<file path="config.mk">
export PLATFORM = sky130hd
export DESIGN_NAME = bcd_arbiter
export DESIGN_NICKNAME = d
export VERILOG_FILES = /design/src/rtl/bcd_arb_pkg.sv /design/src/rtl/bcd_arbiter_rr_picker.sv /design/src/rtl/bcd_arbiter.sv
export SDC_FILE = /design/constraint.sdc
export NUM_CORES = 1
export LEC_CHECK = 0
export ABC_AREA = 1
export BUFFER_PORTS_ARGS = -buffer_cell sky130_fd_sc_hd__buf_2
export CELL_PAD_IN_SITES_DETAIL_PLACEMENT = 1
export CELL_PAD_IN_SITES_GLOBAL_PLACEMENT = 1
export CORE_ASPECT_RATIO = 1.5
export CORE_MARGIN = 4
export CORE_UTILIZATION = 30
export CTS_BUF_LIST = sky130_fd_sc_hd__clkbuf_4
export CTS_CLUSTER_DIAMETER = 150
export DETAILED_ROUTE_END_ITERATION = 8
export PLACE_DENSITY_LB_ADDON = 0.1
export SLEW_MARGIN = 20
export SYNTH_ARGS = -nofsm -noshare
export SYNTH_HDL_FRONTEND = slang
export SYNTH_HIERARCHICAL = 1
export SYNTH_SLANG_ARGS = --single-unit
export TNS_END_PERCENT = 50
</file>
<file path="constraint.sdc">
create_clock -name clk_i -period 2.9 [get_ports clk_i]
set_input_delay 0.145 -clock clk_i [delete_from_list [all_inputs] [get_ports clk_i]]
set_output_delay 0.145 -clock clk_i [all_outputs]
set_load 0.1 [all_outputs]
</file>
<file path="src/rtl/bcd_arb_pkg.sv">
// Shared definitions for the BCD converter arbiter: state encodings, data widths
// and the requester-id width helper.
package bcd_arb_pkg;

    localparam int unsigned BIN_W = 32;
    localparam int unsigned BCD_W = 40;

    localparam logic [1:0] S_IDLE   = 2'b00;
    localparam logic [1:0] S_ISSUE  = 2'b01;
    localparam logic [1:0] S_WAIT   = 2'b10;
    localparam logic [1:0] S_RETURN = 2'b11;

    function automatic int unsigned id_width(input int unsigned n);
        return (n < 2) ? 32'd1 : 32'($clog2(n));
    endfunction

endpackage

</file>
<file path="src/rtl/bcd_arbiter_rr_picker.sv">
// Combinational round-robin picker: first asserted request searching upward
// from last_i+1 with wrap-around.
module rr_picker
    import bcd_arb_pkg::*;
#(
    parameter int unsigned N_REQ = 4
) (
    input  logic [N_REQ-1:0]              req_i,
    input  logic [id_width(N_REQ)-1:0]    last_i,
    output logic [N_REQ-1:0]              gnt_o,
    output logic [id_width(N_REQ)-1:0]    gnt_id_o,
    output logic                          any_o
);

    localparam int unsigned IDW = id_width(N_REQ);
    localparam logic [IDW-1:0] LAST_ID = IDW'(N_REQ - 1);

    logic [IDW-1:0] idx;

    always_comb begin
        gnt_o    = '0;
        gnt_id_o = '0;
        any_o    = 1'b0;
        idx      = last_i;
        for (int unsigned i = 0; i < N_REQ; i++) begin
            idx = (idx == LAST_ID) ? '0 : idx + IDW'(1);
            if (!any_o && req_i[idx]) begin
                any_o      = 1'b1;
                gnt_o[idx] = 1'b1;
                gnt_id_o   = idx;
            end
        end
    end

endmodule

</file>
<file path="src/rtl/bcd_arbiter.sv">
// Round-robin sequencer sharing one binary-to-BCD converter among N_REQ requesters.
// Optional WAIT timeout with error response: define BCD_ARB_TIMEOUT_EN.
module bcd_arbiter
    import bcd_arb_pkg::*;
#(
    parameter int unsigned N_REQ          = 4,
    parameter int unsigned TIMEOUT_CYCLES = 64
) (
    input  logic                          clk_i,
    input  logic                          rst_i,
    input  logic [BIN_W*N_REQ-1:0]        req_data_i,
    input  logic [N_REQ-1:0]              req_valid_i,
    output logic [N_REQ-1:0]              req_ready_o,
    output logic [BCD_W-1:0]              rsp_data_o,
    output logic                          rsp_err_o,
    output logic [id_width(N_REQ)-1:0]    rsp_id_o,
    output logic [N_REQ-1:0]              rsp_valid_o,
    input  logic [N_REQ-1:0]              rsp_ready_i,
    output logic [BIN_W-1:0]              conv_bin_data_o,
    output logic                          conv_bin_valid_o,
    input  logic                          conv_bin_ready_i,
    input  logic [BCD_W-1:0]              conv_bcd_data_i,
    input  logic                          conv_bcd_valid_i,
    output logic                          conv_bcd_ready_o
);

    localparam int unsigned IDW = id_width(N_REQ);

    logic [1:0]       state_q, state_d;
    logic [IDW-1:0]   last_q, last_d;
    logic [IDW-1:0]   id_q, id_d;
    logic [BIN_W-1:0] op_q, op_d;
    logic [BCD_W-1:0] res_q, res_d;

    logic [N_REQ-1:0] gnt;
    logic [IDW-1:0]   gnt_id;
    logic             any_valid;
    logic             in_ret;

`ifdef BCD_ARB_TIMEOUT_EN
    logic             err_q, err_d;
    logic [15:0]      cnt_q, cnt_d;
`endif

    rr_picker #(.N_REQ(N_REQ)) u_picker (
        .req_i    (req_valid_i),
        .last_i   (last_q),
        .gnt_o    (gnt),
        .gnt_id_o (gnt_id),
        .any_o    (any_valid)
    );

    always_comb begin
        state_d = state_q;
        last_d  = last_q;
        id_d    = id_q;
        op_d    = op_q;
        res_d   = res_q;
`ifdef BCD_ARB_TIMEOUT_EN
        err_d   = err_q;
        cnt_d   = cnt_q;
`endif
        case (state_q)
            S_IDLE: begin
                // The picker only grants asserted requests, so any_valid is the accept handshake.
                if (any_valid) begin
                    id_d = gnt_id;
                    for (int unsigned k = 0; k < N_REQ; k++) begin
                        if (gnt[k]) op_d = req_data_i[k*BIN_W +: BIN_W];
                    end
                    state_d = S_ISSUE;
                end
            end
            S_ISSUE: begin
                if (conv_bin_ready_i) begin
                    state_d = S_WAIT;
`ifdef BCD_ARB_TIMEOUT_EN
                    cnt_d   = '0;
`endif
                end
            end
            S_WAIT: begin
                if (conv_bcd_valid_i) begin
                    res_d   = conv_bcd_data_i;
                    state_d = S_RETURN;
`ifdef BCD_ARB_TIMEOUT_EN
                    err_d   = 1'b0;
                end else if (cnt_q == 16'(TIMEOUT_CYCLES - 1)) begin
                    res_d   = '0;
                    err_d   = 1'b1;
                    state_d = S_RETURN;
                end else begin
                    cnt_d   = cnt_q + 16'd1;
`endif
                end
            end
            S_RETURN: begin
                if (rsp_ready_i[id_q]) begin
                    last_d  = id_q;
                    state_d = S_IDLE;
                end
            end
            default: state_d = S_IDLE;
        endcase
    end

    always_ff @(posedge clk_i) begin
        if (rst_i) begin
            state_q <= S_IDLE;
            last_q  <= IDW'(N_REQ - 1);
            id_q    <= '0;
            op_q    <= '0;
            res_q   <= '0;
`ifdef BCD_ARB_TIMEOUT_EN
            err_q   <= 1'b0;
            cnt_q   <= '0;
`endif
        end else begin
            state_q <= state_d;
            last_q  <= last_d;
            id_q    <= id_d;
            op_q    <= op_d;
            res_q   <= res_d;
`ifdef BCD_ARB_TIMEOUT_EN
            err_q   <= err_d;
            cnt_q   <= cnt_d;
`endif
        end
    end

    // Outputs are decoded from state so everything reads 0 outside its own phase.
    assign in_ret           = (state_q == S_RETURN);
    assign req_ready_o      = (state_q == S_IDLE) ? gnt : '0;
    assign conv_bin_valid_o = (state_q == S_ISSUE);
    assign conv_bin_data_o  = conv_bin_valid_o ? op_q : '0;
    assign conv_bcd_ready_o = (state_q == S_WAIT);
    assign rsp_valid_o      = in_ret ? ({{(N_REQ-1){1'b0}}, 1'b1} << id_q) : '0;
    assign rsp_id_o         = in_ret ? id_q : '0;
    assign rsp_data_o       = in_ret ? res_q : '0;
`ifdef BCD_ARB_TIMEOUT_EN
    assign rsp_err_o        = in_ret & err_q;
`else
    assign rsp_err_o        = 1'b0;
`endif

endmodule
</file>
# Word-level counts from Yosys, hierarchy flattened
# Index checks and enable logic that the tools add are counted.
[op_classes]
add_sub_neg = 4
mul = 0
div = 0
order_cmp = 9
n_eq_ne = 11
shifts = 1
n_mux = 48
bitwise = 3
reduce_logical = 17
[op_table]
columns = ["op", "n"]
rows = [
  ["$mux 32", 5],
  ["$mux 40", 1],
  ["$mux 2", 13],
  ["$mux 4", 6],
  ["$lt 2x3->1 const B", 5],
  ["$mux 1", 13],
  ["$eq 2x2->1 const B", 6],
  ["$or 4x4->4", 3],
  ["$bmux 1 s2", 5],
  ["$add 2x1->2 const B", 4],
  ["$demux 1 s2", 4],
  ["$ge 2x1->1 const B", 4],
  ["$pmux 2 s4", 1],
  ["$logic_and 1x1->1", 7],
  ["$reduce_and 2->1", 3],
  ["$ne 2x1->1 const B", 2],
  ["$ne 2x2->1 const B", 2],
  ["$reduce_and 4->1", 1],
  ["$reduce_bool 4->1", 1],
  ["$shl 1x2->4 const A", 1],
  ["$logic_not 1->1", 3],
  ["$reduce_and 3->1", 1],
  ["$eq 2x1->1 const B", 1],
  ["$logic_not 2->1", 1],
]
[word_totals]
reg_bits = 78
latch_bits = 0
ram_bits = 0
rom_bits = 0
in_bits = 180
out_inout_bits = 85
wordCells = 98
mem_count = 0

# Logic depth before layout (Yosys ltp)
[depth]
ltp_word = 18
ltp_mapped = 19
mapped_depth_nobuf = 17

# Modules after synthesis
# The synthesis kept the hierarchy.
[by_module_without_submodules]
columns = ["mod", "n_inst", "cells_each", "area_per_inst_um2", "seq_area_each_um2"]
rows = [
  ["bcd_arbiter", 1, 690, 4312.9, 1561.5],
  ["rr_picker", 1, 110, 650.6, 0.0],
]

# Worst setup path after synthesis
# OpenSTA, ideal clock, no wires.
[synth_timing]
path_kind = "register -> output"
start = "register last_q[0]"
end = "output req_ready_o[3]"
arrival_time_ns = 2.764
required_ns = 2.755
slack_ns = -0.009
path_stages_with_launch = 15
n_path_buf = 2
path_cell_list = "dfxtp_1 > inv_2 > ha_1 > inv_2 > nand2_1 > nand2_1 > nand2_2 > nand2_4 > nor2_8 > nand4_1 > nand2_1 > buf_4 > buf_1 > nand2_1 > inv_1"
[synth_via]
elab_chain_cells = 15
word_cells_on_any_way = 57
cone_classes = "add/sub (4); order compare (8); eq/ne (4); mux (28); bitwise (3); reduce/logical (10)"
[synth_lines]
columns = ["element", "line_no", "rtl"]
rows = [
  ["start: declaration", "bcd_arbiter.sv:30", "logic [IDW-1:0] last_q, last_d;"],
  ["start signal: assignment", "bcd_arbiter.sv:110", "last_q <= IDW'(N_REQ - 1);"],
  ["start signal: assignment", "bcd_arbiter.sv:120", "last_q <= last_d;"],
  ["$add 2x1->2 / $eq 2x2->1 (equally long branches)", "bcd_arbiter_rr_picker.sv:26", "idx = (idx == LAST_ID) ? '0 : idx + IDW'(1);"],
  ["$mux 2 (*)", "bcd_arbiter_rr_picker.sv:26", ""],
  ["$add 2x1->2 (tied with other cells)", "bcd_arbiter_rr_picker.sv:26", ""],
  ["$mux 2 / $mux 1 (equally long branches)", "bcd_arbiter_rr_picker.sv:26, bcd_arbiter_rr_picker.sv:27", ""],
  ["$add 2x1->2 (tied with other cells)", "bcd_arbiter_rr_picker.sv:26", ""],
  ["$mux 2 (tied with other cells)", "bcd_arbiter_rr_picker.sv:26", ""],
  ["$add 2x1->2 (tied with other cells)", "bcd_arbiter_rr_picker.sv:26", ""],
  ["$mux 2 (tied with other cells)", "bcd_arbiter_rr_picker.sv:26", ""],
  ["$lt 2x3->1 (implied by the code) (tied with other cells)", "bcd_arbiter_rr_picker.sv:29", "gnt_o[idx] = 1'b1;"],
  ["$logic_and 1x1->1 (implied by the code) (tied with other cells)", "bcd_arbiter_rr_picker.sv:29", ""],
  ["$mux 1 (implied by the code) (tied with other cells)", "bcd_arbiter_rr_picker.sv:29", ""],
  ["$demux 1 s2 (tied with other cells)", "n/a", ""],
  ["$or 4x4->4 (no line) / $logic_and 1x1->1 (equally long branches)", "n/a", ""],
  ["$mux 4 (*)", "bcd_arbiter_rr_picker.sv:27", "if (!any_o && req_i[idx]) begin"],
  ["via gnt[3]", "bcd_arbiter.sv:35", "logic [N_REQ-1:0] gnt;"],
  ["$mux 4 (*)", "bcd_arbiter.sv:133", "assign req_ready_o = (state_q == S_IDLE) ? gnt : '0;"],
  ["end: declaration", "bcd_arbiter.sv:13", "output logic [N_REQ-1:0] req_ready_o,"],
]
# The timed path passes the listed nets; every way through them passes the cells marked *. The select of a mux whose other input is x is not followed.

# Worst setup path after layout
# Same ends and word-level chain as after synthesis.

==> impl_metrics.csv <==
group,metric,value,unit
outcome,outcome,"finished, final reports clean",
routing,ant_nets,0,
die,fp-row-count,57,
timing,worst_slew_pin_slew,694,ps
finish,drive_gt1_share,31.7,%
worst_hold_path,hp-class,"input port to register",
routing,wl,19.2,mm
clock_tree,cts.sinks,78,
logic_synthesis,synth_top_family_by_area,"simple AND/OR/NAND/NOR gates",
die,fp.dieW,113,um
finish,fin_cells,1308,
grt,grt_max_degree,45,
clock_tree,cts_tree,"built",
flow_run,cap_viol_max_count,0,
logic_synthesis,synth_compound_area_share,20.2,%
worst_hold_path,holdPathStages,5,
timing,max_clock_freq,0.368,GHz
clock_tree,htree_levels,3,
finish,final_area,7230,um^2
logic_synthesis,synth-simple-area-share,31.2,%
critical_path,r2r_cells,18,
finish,final_cell_mix,"buf_2, nor2_1, nand2_1, o21ai_0, inv_1",
routing,wire_per_inst,14.7,um
clock_tree,cts-buffers-inserted,9,
logic_synthesis,postSynthAreaPerCell,6.20,um^2
routing,drtIter0Drc,261,
routing,viasPerCell,4.62,
logic_synthesis,synthXorXnorAreaFrac,0,%
clock_tree,clk_latency,450,ps
die,die_area,18700,um^2
critical_path,timing.rr.end,"op_q[3]",
critical_path,startpoint_type,"register",
critical_path,slowest_stage,"dfxtp_2",
die,ios,265,
placement,dp_hpwl,14.5,mm
die,core_area,16300,um^2
logic_synthesis,muxShareOfSynthArea,0,%
routing,drtPass1Iterations,4,
grt,first_global_vias,6244,
critical_path,rrSetupSlack,190,ps
logic_synthesis,syn_area,4960,um^2
placement,gp_congestion,0.811,
clock_tree,clk_pin_slew,140,ps
timing,setup_viol,0,
critical_path,timing.rr.start,"last_q[0]",
critical_path,cp_top_family,"simple AND/OR/NAND/NOR gates",
timing,slew_headroom,53.7,%
worst_hold_path,worstHoldStart,"req_data_i[89]",
finish,layout.nets,1289,
logic_synthesis,ys_ff_latch,78,
critical_path,cp_num_buf_inv,4,
placement,dp_cells,1247,
clock_tree,clock-root-buffer,"clkbuf_4",
grt,gr-total-overflow,0,
logic_synthesis,ys_seq_area_share,31.5,%
grt,grt_usage,19.8,%
routing,drc_errors,0,
logic_synthesis,syn-num-nets,993,
critical_path,endpoint_kind,"output pin",
critical_path,crit_type,"register to output pin",
critical_path,required,2760,ps
clock_tree,cts.path.max_buffers,2,
die,initial_utilization,30.5,%
critical_path,crit_chain,"ha_1 > nor2_2 > buf_4 > nand2_1 > nand3_1 > nand2_2 > nand3_2 > nor2_1 > nor2_1 > nand2_2 > buf_4 > nand2_1 > clkinvlp_4 > buf_12",
critical_path,worst_path_largest_cell_delay,380,ps
logic_synthesis,synthAdderAreaFrac,3.28,%
grt,antenna_found_initial,1,
finish,area_growth,45.7,%
critical_path,crit_fanout,6,
logic_synthesis,ys_warn_count,6,
timing,setup-tns-final,0,ps
placement,portBuffers,263,
logic_synthesis,postSynthCellCount,800,
timing,hold_viol,0,
logic_synthesis,ys_types,32,
routing,via_count,6048,
timing,slew_violations,0,
grt,grt_pass1_wl,30.2,mm
finish,fin_util,44.5,%
finish,final_common_cell,"buf_2",
pwr,powerDensity,806,nW/um^2
pwr,ir_drop,293,uV
timing,finalCritPeriodShare,93.6,%
die,die_height,166,um
timing,hold_ws,38.5,ps
worst_hold_path,hold_end,"op_q[25]",
placement,post_dp_cell_area,6620,um^2
pwr,p_leak,4.12,nW
timing,clock_skew,15.2,ps
timing,finalCriticalPeriod,2710,ps
critical_path,critPathArrivalTime,2570,ps
sequential cells by signal, indices dropped and copies added, names as in the netlist:
signal   flops
id_q         2
last_q       2
op_q        32
res_q       40
state_q      2
cell usage after synthesis:
master / instances / area [um^2]
o21ai_2: 1 / 8.76
nor2_4: 1 / 11.3
buf_6: 4 / 45.0
inv_2: 6 / 22.5
inv_1: 99 / 372
nand3b_1: 2 / 15.0
bufinv_8: 1 / 17.5
nand2_4: 3 / 33.8
nand3_1: 16 / 80.1
nor2_1: 195 / 732
a22oi_1: 31 / 233
clkbuf_2: 1 / 5.00
ha_1: 13 / 163
o21ai_1: 8 / 40.0
nor2_8: 2 / 40.0
a31oi_4: 1 / 21.3
buf_1: 1 / 3.75
nor2_2: 1 / 6.26
o21ai_0: 130 / 651
a31oi_1: 1 / 6.26
buf_12: 1 / 20.0
clkbuf_1: 30 / 113
nand2_2: 12 / 75.1
nand2_1: 132 / 495
o211ai_1: 3 / 22.5
conb_1: 1 / 3.75
a21oi_1: 4 / 20.0
nand3_2: 3 / 30.0
buf_4: 6 / 45.0
buf_2: 8 / 40.0
nand4_1: 5 / 31.3
dfxtp_1: 78 / 1560
kinds of logic (layout without fill, tap and decap cells):
| logic type | Yosys count | count (layout) |
|---|---|---|
| and+or+nand+nor | 372 | 372 |
| AOI/OAI and AO/OA | 179 | 179 |
| buffers and inverters | 157 | 458 |
| DFF | 78 | 78 |
| adders and majority gates | 13 | 13 |
| other | 1 | 2 |
worst max path at each step:
stage,from,endpoint,slack [ps],cells after the start
finish,last_q[0],req_ready_o[3],190,14
global route,last_q[0],req_ready_o[1],-20,14
global placement,last_q[0],op_q[10],80,16
floorplan,last_q[0],req_ready_o[1],20,14
detailed placement,last_q[1],op_q[9],7,16
CTS,last_q[1],req_ready_o[0],20,14
metal layers:
layer  vias up  part of all wire (%)  GRT usage (%)
met4         0                  0.95           4.92
met1      2758                    40           22.1
met5         -                     0              0
met2       181                    53           38.0
met3        12                   6.2           4.23
li1       3097                     -              -
repair_timing:
action,in CTS,in global routing
setup buffers,2,0
cloned,0,0
endpoints found under the hold margin,42,0
hold buffers,42,0
endpoints found under the setup margin,35,36
gates resized for setup,4,11
pin swaps,2,1
cell type report:
| type | instances | area, um^2 |
|---|---|---|
| diodes | 1 | 2.50 |
| clock buffers | 9 | 67.6 |
| clock inverters | 7 | 56.3 |
| fillers | 2256 | 9030 |
| inverters | 106 | 418 |
| multi-input cells | 565 | 2740 |
| flip-flops and latches | 78 | 1570 |
| well taps | 206 | 258 |
| repair buffers | 336 | 2120 |
where the power goes:
part           total (mW)  switching (mW)  leakage [nW]  internal, mW
Clock               0.629           0.442        0.0625         0.186
Sequential           1.52           0.157         0.640          1.36
Combinational        3.68            2.55          3.42          1.13
worst register-to-register path: stages, from the launching register on:
cell	delay [ps]
dfxtp_2	380
ha_1	240
nor2_2	150
buf_4	170
nand2_1	80
nand3_1	100
nand2_2	90
nand3_2	130
nor2_1	50
nor2_1	130
nand2_2	100
buf_12	140
nor2_8	130
buf_12	180
o21ai_0	110
o21ai_0	200
buf_4	150
nor2_1	30
nor2_1	80
stage by stage:
step                      total power, mW  setup WS, ps
final                                5.83           185
after global routing                 6.33         -17.0
after CTS                            5.90          22.7
after detailed placement             5.18          6.99
after global placement               5.14          83.5
after floorplan                      4.19          22.8
No activity file was read; power rests on OpenSTA's default activity.
